`src/rtl/qd_pkg.sv`:
```
// qd_pkg: shared widths and the one-hot step vector type for the
// quotient/divisor reconstructor and the non-restoring divider.
package qd_pkg;

  localparam int QW    = 8;        // quotient / multiplier width
  localparam int DW    = 16;       // divisor and remainder width
  localparam int PW    = QW + DW;  // product / dividend width
  localparam int STEPS = QW;       // one iteration per multiplier bit

  // One-hot step vector: bit k set means iteration k+1 runs on the next
  // edge; the top bit set means the operation is complete.
  typedef logic [STEPS:0] step_t;

endpackage

```
`src/rtl/qd_step_counter.sv`:
```
// qd_step_counter: one-hot load/shift/hold step counter.
// start loads bit 0; each edge shifts left until the top bit is set,
// where the counter holds. done = top bit, busy = any lower bit.
// The counter state is exported on cnt for observation.
module qd_step_counter
  import qd_pkg::*;
(
  input  logic  clk,
  input  logic  reset_n,
  input  logic  start,
  output logic  done,
  output logic  busy,
  output step_t cnt
);

  step_t cnt_q;
  step_t cnt_d;

  // State register: async clear to the idle (all-zero) pattern.
  always_ff @(posedge clk or negedge reset_n) begin
    if (!reset_n) cnt_q <= '0;
    else          cnt_q <= cnt_d;
  end

  // Next state: start reloads, otherwise shift until the top bit holds.
  always_comb begin
    cnt_d = cnt_q;
    if (start)              cnt_d = step_t'(1);
    else if (!cnt_q[STEPS]) cnt_d = {cnt_q[STEPS-1:0], 1'b0};
  end

  // Outputs decoded directly from the one-hot state.
  always_comb begin
    done = cnt_q[STEPS];
    busy = |cnt_q[STEPS-1:0];
    cnt  = cnt_q;
  end

endmodule

```
`src/rtl/qd_multiplier.sv`:
```
// qd_multiplier: sequential shift-and-add reconstructor, N = Q*D + R.
// One iteration per multiplier bit; done rises 8 cycles after start.
// Optional range check enabled by defining QD_RANGE_CHECK_EN.
//
// Handshake: start is a single-cycle request sampled on the rising edge;
// operands are captured on that edge regardless of current activity (an
// active operation is aborted). done rises when N is final and stays high
// until the next start edge; N is meaningful only while done=1.
module qd_multiplier
  import qd_pkg::*;
(
  input  logic          clk,
  input  logic          reset_n,
  input  logic [QW-1:0] Q,
  input  logic [DW-1:0] D,
  input  logic [DW-1:0] R,
  input  logic          start,
  output logic [PW-1:0] N,
  output logic          done,
  output logic          busy,
  output logic          err
);

  logic [QW-1:0] qreg;
  logic [PW-1:0] dreg;
  logic [PW-1:0] acc;
  step_t         cnt;
  logic          iterate;

  qd_step_counter u_cnt (
    .clk     (clk),
    .reset_n (reset_n),
    .start   (start),
    .done    (done),
    .busy    (busy),
    .cnt     (cnt)
  );

  // An iteration runs on edges where a low step bit is set; the top-bit
  // term is redundant for a legal one-hot value and keeps it explicit.
  assign iterate = (|cnt[STEPS-1:0]) & ~cnt[STEPS];

  // Datapath: load on start, otherwise conditional add then shift.
  always_ff @(posedge clk or negedge reset_n) begin
    if (!reset_n) begin
      qreg <= '0;
      dreg <= '0;
      acc  <= '0;
    end else if (start) begin
      qreg <= Q;
      dreg <= {{QW{1'b0}}, D};
      acc  <= {{QW{1'b0}}, R};
    end else if (iterate) begin
      if (qreg[0]) acc <= acc + dreg;
      qreg <= qreg >> 1;
      dreg <= dreg << 1;
    end
  end

  assign N = acc;

`ifdef QD_RANGE_CHECK_EN
  logic err_reg;

  // Flag operand sets a legal division could not produce (D=0 or R>=D).
  always_ff @(posedge clk or negedge reset_n) begin
    if (!reset_n)   err_reg <= 1'b0;
    else if (start) err_reg <= (D == '0) | (R >= D);
  end

  assign err = err_reg & done;
`else
  assign err = 1'b0;
`endif

endmodule

```
`config.mk`:
```
export PLATFORM = sky130hd
export DESIGN_NAME = qd_multiplier
export DESIGN_NICKNAME = d
export VERILOG_FILES = /design/src/rtl/qd_pkg.sv /design/src/rtl/qd_step_counter.sv /design/src/rtl/qd_multiplier.sv
export SDC_FILE = /design/constraint.sdc
export NUM_CORES = 1
export LEC_CHECK = 0
export ABC_AREA = 0
export CORE_ASPECT_RATIO = 1.5
export CORE_MARGIN = 3
export CORE_UTILIZATION = 58
export DETAILED_ROUTE_END_ITERATION = 10
export PLACE_DENSITY_LB_ADDON = 0.3
export SETUP_SLACK_MARGIN = 0.5
export SYNTH_ARGS = -nofsm -noshare
export SYNTH_HDL_FRONTEND = slang
export SYNTH_HIERARCHICAL = 1
export SYNTH_SLANG_ARGS = --single-unit
```
`constraint.sdc`:
```
create_clock -name clk -period 7.37 [get_ports clk]
set_input_delay 1.1055 -clock clk [delete_from_list [all_inputs] [get_ports clk]]
set_output_delay 1.1055 -clock clk [all_outputs]
set_load 0.01 [all_outputs]
```
==> Word-level counts from Yosys, hierarchy flattened <==
Cells that the tools add are included.
{ "totals": {"in_bits": 43, "wordCells": 22, "register_bits": 65, "out_inout_bits": 27} }
{ "classes": {"reduce_logical": 4, "bitwise": 2, "n_addsub": 1, "n_eq_ne": 1, "mux": 9} }
{ "ops": {"columns": ["cell", "n"], "rows": [
  ["24-bit two-way mux", 5],
  ["24-bit adder", 1],
  ["9-bit two-way mux", 2],
  ["8-bit two-way mux", 2],
  ["8-bit OR reduction", 1],
  ["2-bit nonzero test", 2],
  ["2-bit inequality test, second input constant", 1],
  ["2-bit AND reduction", 1],
  ["1-bit AND", 1],
  ["1-bit NOT", 1]
]} }

==> Depth between registers and ports, before layout <==
Gate-level depths: netlist of the first run.
{ "depth": {"word_depth": 4, "depth_mapped": 10, "ltp_nobuf": 10} }

==> By module <==
The synthesis of the first run kept the hierarchy.
{ "modules_own_cells": {"columns": ["module", "area_each_um2", "n_inst", "cells_per_inst", "seq_area_each_um2"], "rows": [
  ["qd_multiplier", 3698.5, 1, 418, 1401.3],
  ["qd_step_counter", 377.9, 1, 32, 225.2]
]} }

==> Worst setup path before layout of the first run <==
OpenSTA, ideal clock, no wires.
{ "synth_path": {"path_kind": "register to register", "startpoint": "register acc[0], in the netlist N[0]", "endpoint": "register acc[22], in the netlist N[22]", "path_stages_with_launch": 11, "slack_ps": 4952, "required_time_ps": 7249, "period_less_slack_ps": 2418, "arrival_time_ps": 2297, "setup_time_ps": 121, "cell_sequence": "dfrtp_1 ha_1 inv_1 fa_1 nor2b_1 o211ai_1 a2111oi_4 o21bai_1 o211ai_2 xor2_1 a22o_1"} }
{ "synth_via": {"elab_chain_cells": 4} }
{ "synth_lines": {"columns": ["item", "line_no", "source"], "rows": [
  ["from (decl)", "qd_multiplier.sv:26", "logic [PW-1:0] acc;"],
  ["from (signal assigned)", "qd_multiplier.sv:52", "acc <= {{QW{1'b0}}, R};"],
  ["from (signal assigned)", "qd_multiplier.sv:54", "if (qreg[0]) acc <= acc + dreg;"],
  ["24-bit adder", "qd_multiplier.sv:54", null],
  ["24-bit two-way mux", "qd_multiplier.sv:54", null],
  ["24-bit two-way mux", "qd_multiplier.sv:53", "end else if (iterate) begin"],
  ["24-bit two-way mux", "qd_multiplier.sv:49", "end else if (start) begin"]
]} }
Every way passes these cells. The select of a mux whose other input is x is not followed.
A chain may end at the register's enable or synchronous reset.

==> Worst setup path after layout of the first run <==
{ "layout_path": {"startpoint": "register u_cnt.cnt_q[8], in the netlist u_cnt/cnt[8]", "endpoint": "output done"} }
{ "layout_lines": {"columns": ["item", "line_no", "source"], "rows": [
  ["from (decl)", "qd_step_counter.sv:16", "step_t cnt_q;"],
  ["from (signal assigned)", "qd_step_counter.sv:22", "else cnt_q <= cnt_d;"],
  ["to (decl)", "qd_multiplier.sv:19", "output logic done,"]
]} }
No word-level cell between the ends.

==> results of run 1 <==
## layer usage
metal,wire (um),global-route usage (%),vias up
met2,5430,45.2,109
li1,-,-,1741
met3,464,5.35,30
met4,346,15.3,0
met5,0,0,-
met1,3970,30.6,1710
## area by class of cell
cell class	count	area share, %
clock buffers	12	3.13
clock inverters	4	1.03
inverters	6	0.454
multi-input cells	354	46.7
flip-flops and latches	65	32.8
well taps	76	1.92
repair buffers	71	14.0
## flip-flops by register name, indices dropped and copies added, names as in the netlist
| signal | cells |
|---|---|
| dreg | 24 |
| N | 24 |
| qreg | 8 |
| u_cnt/cnt | 9 |
## cell usage in the layout (no fill, tap or decap), types with 6 or more instances in the layout
cell / count
nand2_1: 75
clkdlybuf4s50_1: 66
dfrtp_1: 65
o21ai_0: 52
a21oi_1: 40
mux2i_1: 33
nor2_1: 25
ha_1: 23
clkbuf_8: 11
xor2_1: 7
xnor2_1: 7
inv_1: 6
a21o_1: 6
## kinds of logic (layout without fill, tap and decap cells)
family | count (synthesis) | in the layout | share of synthesized area (%)
AOI/OAI and AO/OA | 137 | 137 | 21.1
xor gates and xnor gates | 14 | 14 | 3.01
adders and majority gates | 24 | 24 | 7.55
buffers and inverters | 31 | 93 | 3.35
DFF | 65 | 65 | 39.9
muxes | 36 | 36 | 8.93
other | 1 | 1 | 0.0920
and+or+nand+nor | 142 | 142 | 16.0
## worst max path at each step
| stage | endpoint | from |
|---|---|---|
| after floorplan | N[22] | N[0] |
| after global placement | N[22] | N[0] |
| final | done | u_cnt/cnt[8] |
| after global routing | N[18] | dreg[0] |
| after detailed placement | N[11] | N[1] |
| after CTS | done | u_cnt/cnt[8] |
## power breakdown
part           internal [mW]  switching (mW)  total (mW)
clock network          0.175           0.142       0.317
logic                  0.178           0.222       0.400
registers              0.392          0.0348       0.427
==> results by group, run 1 <==
Status
  – Outcome: finished clean

Critical path
  – Startpoint kind of the worst setup timing path: flip-flop
  – Number of buffer and inverter instances along the worst setup path: 1
  – Crit. path cell count: 1
  – Crit Path Class: flip-flop to primary output
  – Max Fanout on Critical Path: 12
  – Critical Path RT: 6.26 ns
  – RR Endpoint: N[22]
  – Biggest cell delay along the critical path: 0.66 ns
  – Reg-to-reg startpoint: dreg[0]
  – Setup slack on the worst flop-to-flop path: 4.65 ns
  – Cell-by-cell listing of the critical path: clkdlybuf4s50_1
  – Worst path top cell family by delay: flip-flops
  – Critical Path AT: 1.67 ns
  – Path depth of the worst reg2reg path: 10
  – Kind of capture point of the worst setup path: primary output
  – Slowest cell on crit path: dfrtp_1

Final layout
  – Non-filler cells in the finished layout: 588
  – Fill cell count: 521
  – Final design utilization: 74.4%
  – Area taken by flip-flops and latches: 1630 um2
  – Number of diodes added for antenna fixing: 0
  – Multi-input gate area: 2320 um2
  – Layout cell share with drive strength beyond 1: 6.25%
  – Synthesis-to-layout area growth: 21.7%
  – Post-route standard cell area excluding fillers: 4960 um2
  – Nets: 574

Global route
  – Antenna violations before repair: 0
  – Global route overflow: 0
  – First-pass GRT wire length: 16700 um
  – Pin count of the biggest net entering global routing: 108
  – Via count of the first global-routing pass: 3594
  – GRT Total Usage: 26.7%

Synthesis
  – Post-Syn Nets: 517
  – Per-instance average area after synthesis: 9.06 um2
  – Count of distinct cell types in the synthesized netlist: 55
  – Number of flops mapped to enable cells by yosys: 0
  – Top-count cell post-synth: nand2_1
  – Sequential-to-total area share from yosys stat: 39.9%
  – Async set or reset register ratio after synthesis: 100%
  – Top area cells in the synthesized netlist: dfrtp_1 (40%), mux2i_1 (8.1%), ha_1 (7.1%), nand2_1 (6.9%), o21ai_0 (6.4%)
  – Cells after synthesis: 450
  – Top cells by instance count after synthesis: nand2_1 (75), dfrtp_1 (65), o21ai_0 (52)
  – Yosys top cell by area: dfrtp_1
  – Top_reg_cell synth: dfrtp_1
  – Total of flip-flops plus latches after synthesis: 65
  – Mapped cell area: 4080 um2
  – Synth top area share: 39.9%
  – Yosys warns: 6

Floorplanning
  – Core footprint: 6670 um2
  – Height of the die: 109 um
  – I/O pin count: 70
  – DIE WIDTH: 74.5 um
  – Number of placement rows: 36
  – Initial core utilization: 61.1%
  – Area of the die: 8090 um2

Routing
  – Total via count after detailed routing: 3590
  – WL final: 10200 um
  – Antenna viol nets, final: 0
  – Vias per cell: 6.11
  – Average routed wire per standard cell: 17.4 um
  – 1st-iter DRT viols: 226
  – Number of DRC violations after detailed routing: 0
  – Number of search-and-repair iterations in the first detailed-routing pass: 4

STA
  – Minimum clock period after layout: 2.77 ns
  – Final hold slack: 0.550 ns
  – Setup repair after global routing missed its margin: false
  – Max frequency: 0.361 GHz
  – Least setup slack across all paths after layout: 4.60 ns
  – Max-Slew Margin vs Limit: 34.6%
  – Total count of hold-check failures in the final report: 0
  – Final period utilization: 37.6%
  – Actual transition at the worst max-transition pin: 0.978 ns
  – Final Max Tran Viols: 0
  – Setup total negative slack: 0 ns
  – Clock Skew: 0.0124 ns
  – Final setup fails: 0

Clocking
  – Number of resized instances in the post-cts repair step: 0
  – Clock Sink Count: 65
  – Clock Pin Slew Worst Setup and Hold Paths: 0.07 ns
  – Clock Latency Late Sink: 0.36 ns
  – TritonCTS clock tree: done
  – Inserted Clock Buffers: 9
  – Clock root buffer master: clkbuf_8
  – Deepest clock path buffer count: 2
  – H-tree levels: 3
  – Number of setup buffers added after CTS: 0
  – Number of hold buffers added after cts: 0

Worst hold path
  – Hold Path Depth: 1
  – Sink of the worst hold path: N[20]
  – Class of the tightest hold or removal check: flip-flop to flip-flop
  – Launch point of the worst hold path: N[20]

Power
  – Pwr/cell area: 231 nW/um2
  – Sum of internal, switching and leakage power: 1.14 mW
  – Max rail drop VDD: 0.000163 V
  – Leakage power: 2.23 nW

Placed design
  – Port Buffer Count: 68
  – Placement Setup Slack: 4.74 ns
  – DP Area: 4750 um2
  – Total instance count after detailed placement: 572
  – Final HPWL DP: 7140 um
  – Routability congestion estimate from global placement: 0.862

Run
  – Max cap viols: 0
(Power assumes the default switching activity.)
==> run 2: changes to the inputs <==
--- a/config.mk
+++ b/config.mk
@@ -8,7 +8,7 @@
 export ABC_AREA = 0
 export CORE_ASPECT_RATIO = 1.5
 export CORE_MARGIN = 3
-export CORE_UTILIZATION = 58
+export CORE_UTILIZATION = 48
 export DETAILED_ROUTE_END_ITERATION = 10
 export PLACE_DENSITY_LB_ADDON = 0.3
 export SETUP_SLACK_MARGIN = 0.5
==> constraint.sdc (replaced) <==
create_clock -name clk -period 2.25 [get_ports clk]
set_input_delay 0.3375 -clock clk [delete_from_list [all_inputs] [get_ports clk]]
set_output_delay 0.3375 -clock clk [all_outputs]
set_load 0.01 [all_outputs]
==> results by group, run 2 (synthesized netlist as in run 1, its figures left out) <==
STA
  – Max frequency: 0.390 GHz
  – Final Max Tran Viols: 0
  – Least setup slack across all paths after layout: -0.316 ns
  – Actual transition at the worst max-transition pin: 0.735 ns
  – Final setup fails: 15
  – Total count of hold-check failures in the final report: 0
  – Clock Skew: 0.00769 ns
  – Max-Slew Margin vs Limit: 50.4%
  – Final period utilization: 114%
  – Setup repair after global routing missed its margin: true
  – Minimum clock period after layout: 2.57 ns

Routing
  – Number of search-and-repair iterations in the first detailed-routing pass: 7
  – Number of DRC violations after detailed routing: 0
  – Routed wire length on met3: 645 um
  – Detailed-route wire length on metal 1: 5120 um
  – Uppermost signal routing layer after detailed routing: met4
  – Vias per cell: 5.80
  – Average routed wire per standard cell: 18.8 um
  – WL final: 13500 um
  – 1st-iter DRT viols: 343
  – Antenna viol nets, final: 0
  – Wire length on met2: 7190 um
  – Total via count after detailed routing: 4162

Final layout
  – Nets: 674
  – Fill cell count: 491
  – Number of diodes added for antenna fixing: 0
  – Synthesis-to-layout area growth: 57.7%
  – Area taken by flip-flops and latches: 1630 um2
  – Multi-input gate area: 2780 um2
  – Commonest cells after routing, fill and taps aside: buf_4 (88), nand2_1 (73), dfrtp_1 (61)
  – Most common cell after layout, fill and taps aside: buf_4
  – Layout cell share with drive strength beyond 1: 31.4%
  – Non-filler cells in the finished layout: 717

Critical path
  – Max Fanout on Critical Path: 3
  – Critical Path AT: 2.82 ns
  – Startpoint kind of the worst setup timing path: flip-flop
  – Critical Path RT: 2.50 ns
  – Crit Path Class: flip-flop to flip-flop
  – Kind of capture point of the worst setup path: flip-flop

Power
  – Internal cell power: 3.47 mW
  – Share of power burned in combinational logic: 43.8%
  – Leakage power: 2.96 nW
  – Relative contribution of the clock network to total power: 29.6%
  – Switching share of power: 34.6%
  – Sum of internal, switching and leakage power: 5.31 mW
  – Max rail drop VDD: 0.000540 V
  – Sequential share of power: 26.6%
  – Pwr/cell area: 826 nW/um2
  – Net switching power: 1.84 mW

Clocking
  – Clock Pin Slew Worst Setup and Hold Paths: 0.06 ns
  – Clock root buffer master: clkbuf_16
  – TritonCTS clock tree: done
  – H-tree levels: 3
  – Deepest clock path buffer count: 2
  – Clock Sink Count: 65
  – Clock Latency Late Sink: 0.34 ns
  – Number of hold buffers added after cts: 0
  – Inserted Clock Buffers: 9

Status
  – Outcome: finished, violations left
  – Violations in the final reports: setup timing

Floorplanning
  – Area of the die: 9660 um2
  – DIE WIDTH: 81.2 um
  – Core footprint: 8160 um2
  – I/O pin count: 70
  – Height of the die: 119 um
  – Number of placement rows: 40
  – Initial core utilization: 50.0%

Global route
  – Antenna violations before repair: 0
  – Via count of the first global-routing pass: 4253
  – First-pass GRT wire length: 20300 um
  – Global route overflow: 0
  – GRT Total Usage: 26.9%
  – Pin count of the biggest net entering global routing: 51

Placed design
  – Total instance count after detailed placement: 680
  – Port Buffer Count: 68
  – Routability congestion estimate from global placement: 0.894
  – Final HPWL DP: 8350 um

Worst hold path
  – Class of the tightest hold or removal check: primary input to asynchronous set/reset pin

Run
  – Max cap viols: 0
==> run 2: worst paths after layout <==
path,endpoint,depth (start not counted),slack (ns),startpoint
worst max-delay path,N[10],11,-0.32,N[1]
worst min-delay path,N[14],1,0.04,reset_n
worst max register to register,N[10],11,-0.32,N[1]
worst min register to register,N[19],1,0.55,N[19]
max in group asynchronous,N[11],2,1.48,reset_n
min in group clk,N[15],3,0.44,start
==> run 2: repair_timing <==
action | in CTS | in global routing
gates resized for setup | 57 | 50
endpoints found under the setup margin | 27 | 34
pin swaps | 25 | 25
buffers inserted | 13 | 8
==> run 2: power by group through the flow <==
stage	Sequential, mW	Combinational [mW]	Clock [mW]
after CTS	1.40	2.03	1.56
after floorplan	1.44	0.918	0
after detailed placement	1.42	1.78	0
final	1.41	2.33	1.57
after global placement	1.41	1.75	0
after global routing	1.42	2.47	1.63
==> run 2: layout make-up <==
cell class | instances | share of cell area [%]
clock inverters | 7 | 1.56
repair buffers | 171 | 23.9
inverters | 6 | 0.350
flip-flops and latches | 65 | 25.4
well taps | 105 | 2.04
clock buffers | 9 | 3.50
multi-input cells | 354 | 43.3
==> run 2: per-layer routing <==
metal	up-vias	track usage (%)
li1	1946	-
met1	2017	30.5
met2	150	47.6
met3	49	5.14
met4	0	12.1
met5	-	0
==> run 2: critical path, cell delays in order, from the launching register on <==
cell and delay [ns]:
dfrtp_1 0.45, inv_1 0.10, fa_2 0.44, nor2b_2 0.17, o211ai_1 0.16, buf_4 0.18, buf_6 0.11, a21oi_4 0.16
a41oi_2 0.19, xnor2_1 0.24, mux2i_1 0.11, o21ai_1 0.17
==> run 2: stage by stage <==
stage               instance area [um2]  utilization, %  TNS, ns  worst slack [ns]  hold WS (ns)
global route                       6430            78.8    -3.43            -0.389        0.0890
floorplan                          4220               -   -0.139           -0.0953        0.0419
finish                             6430            78.8    -2.20            -0.316        0.0359
CTS                                6170            75.6    -1.17            -0.257        0.0580
detailed placement                 5540            67.9    -1.49            -0.234         0.417
global placement                   5540            67.9   -0.701            -0.182         0.403
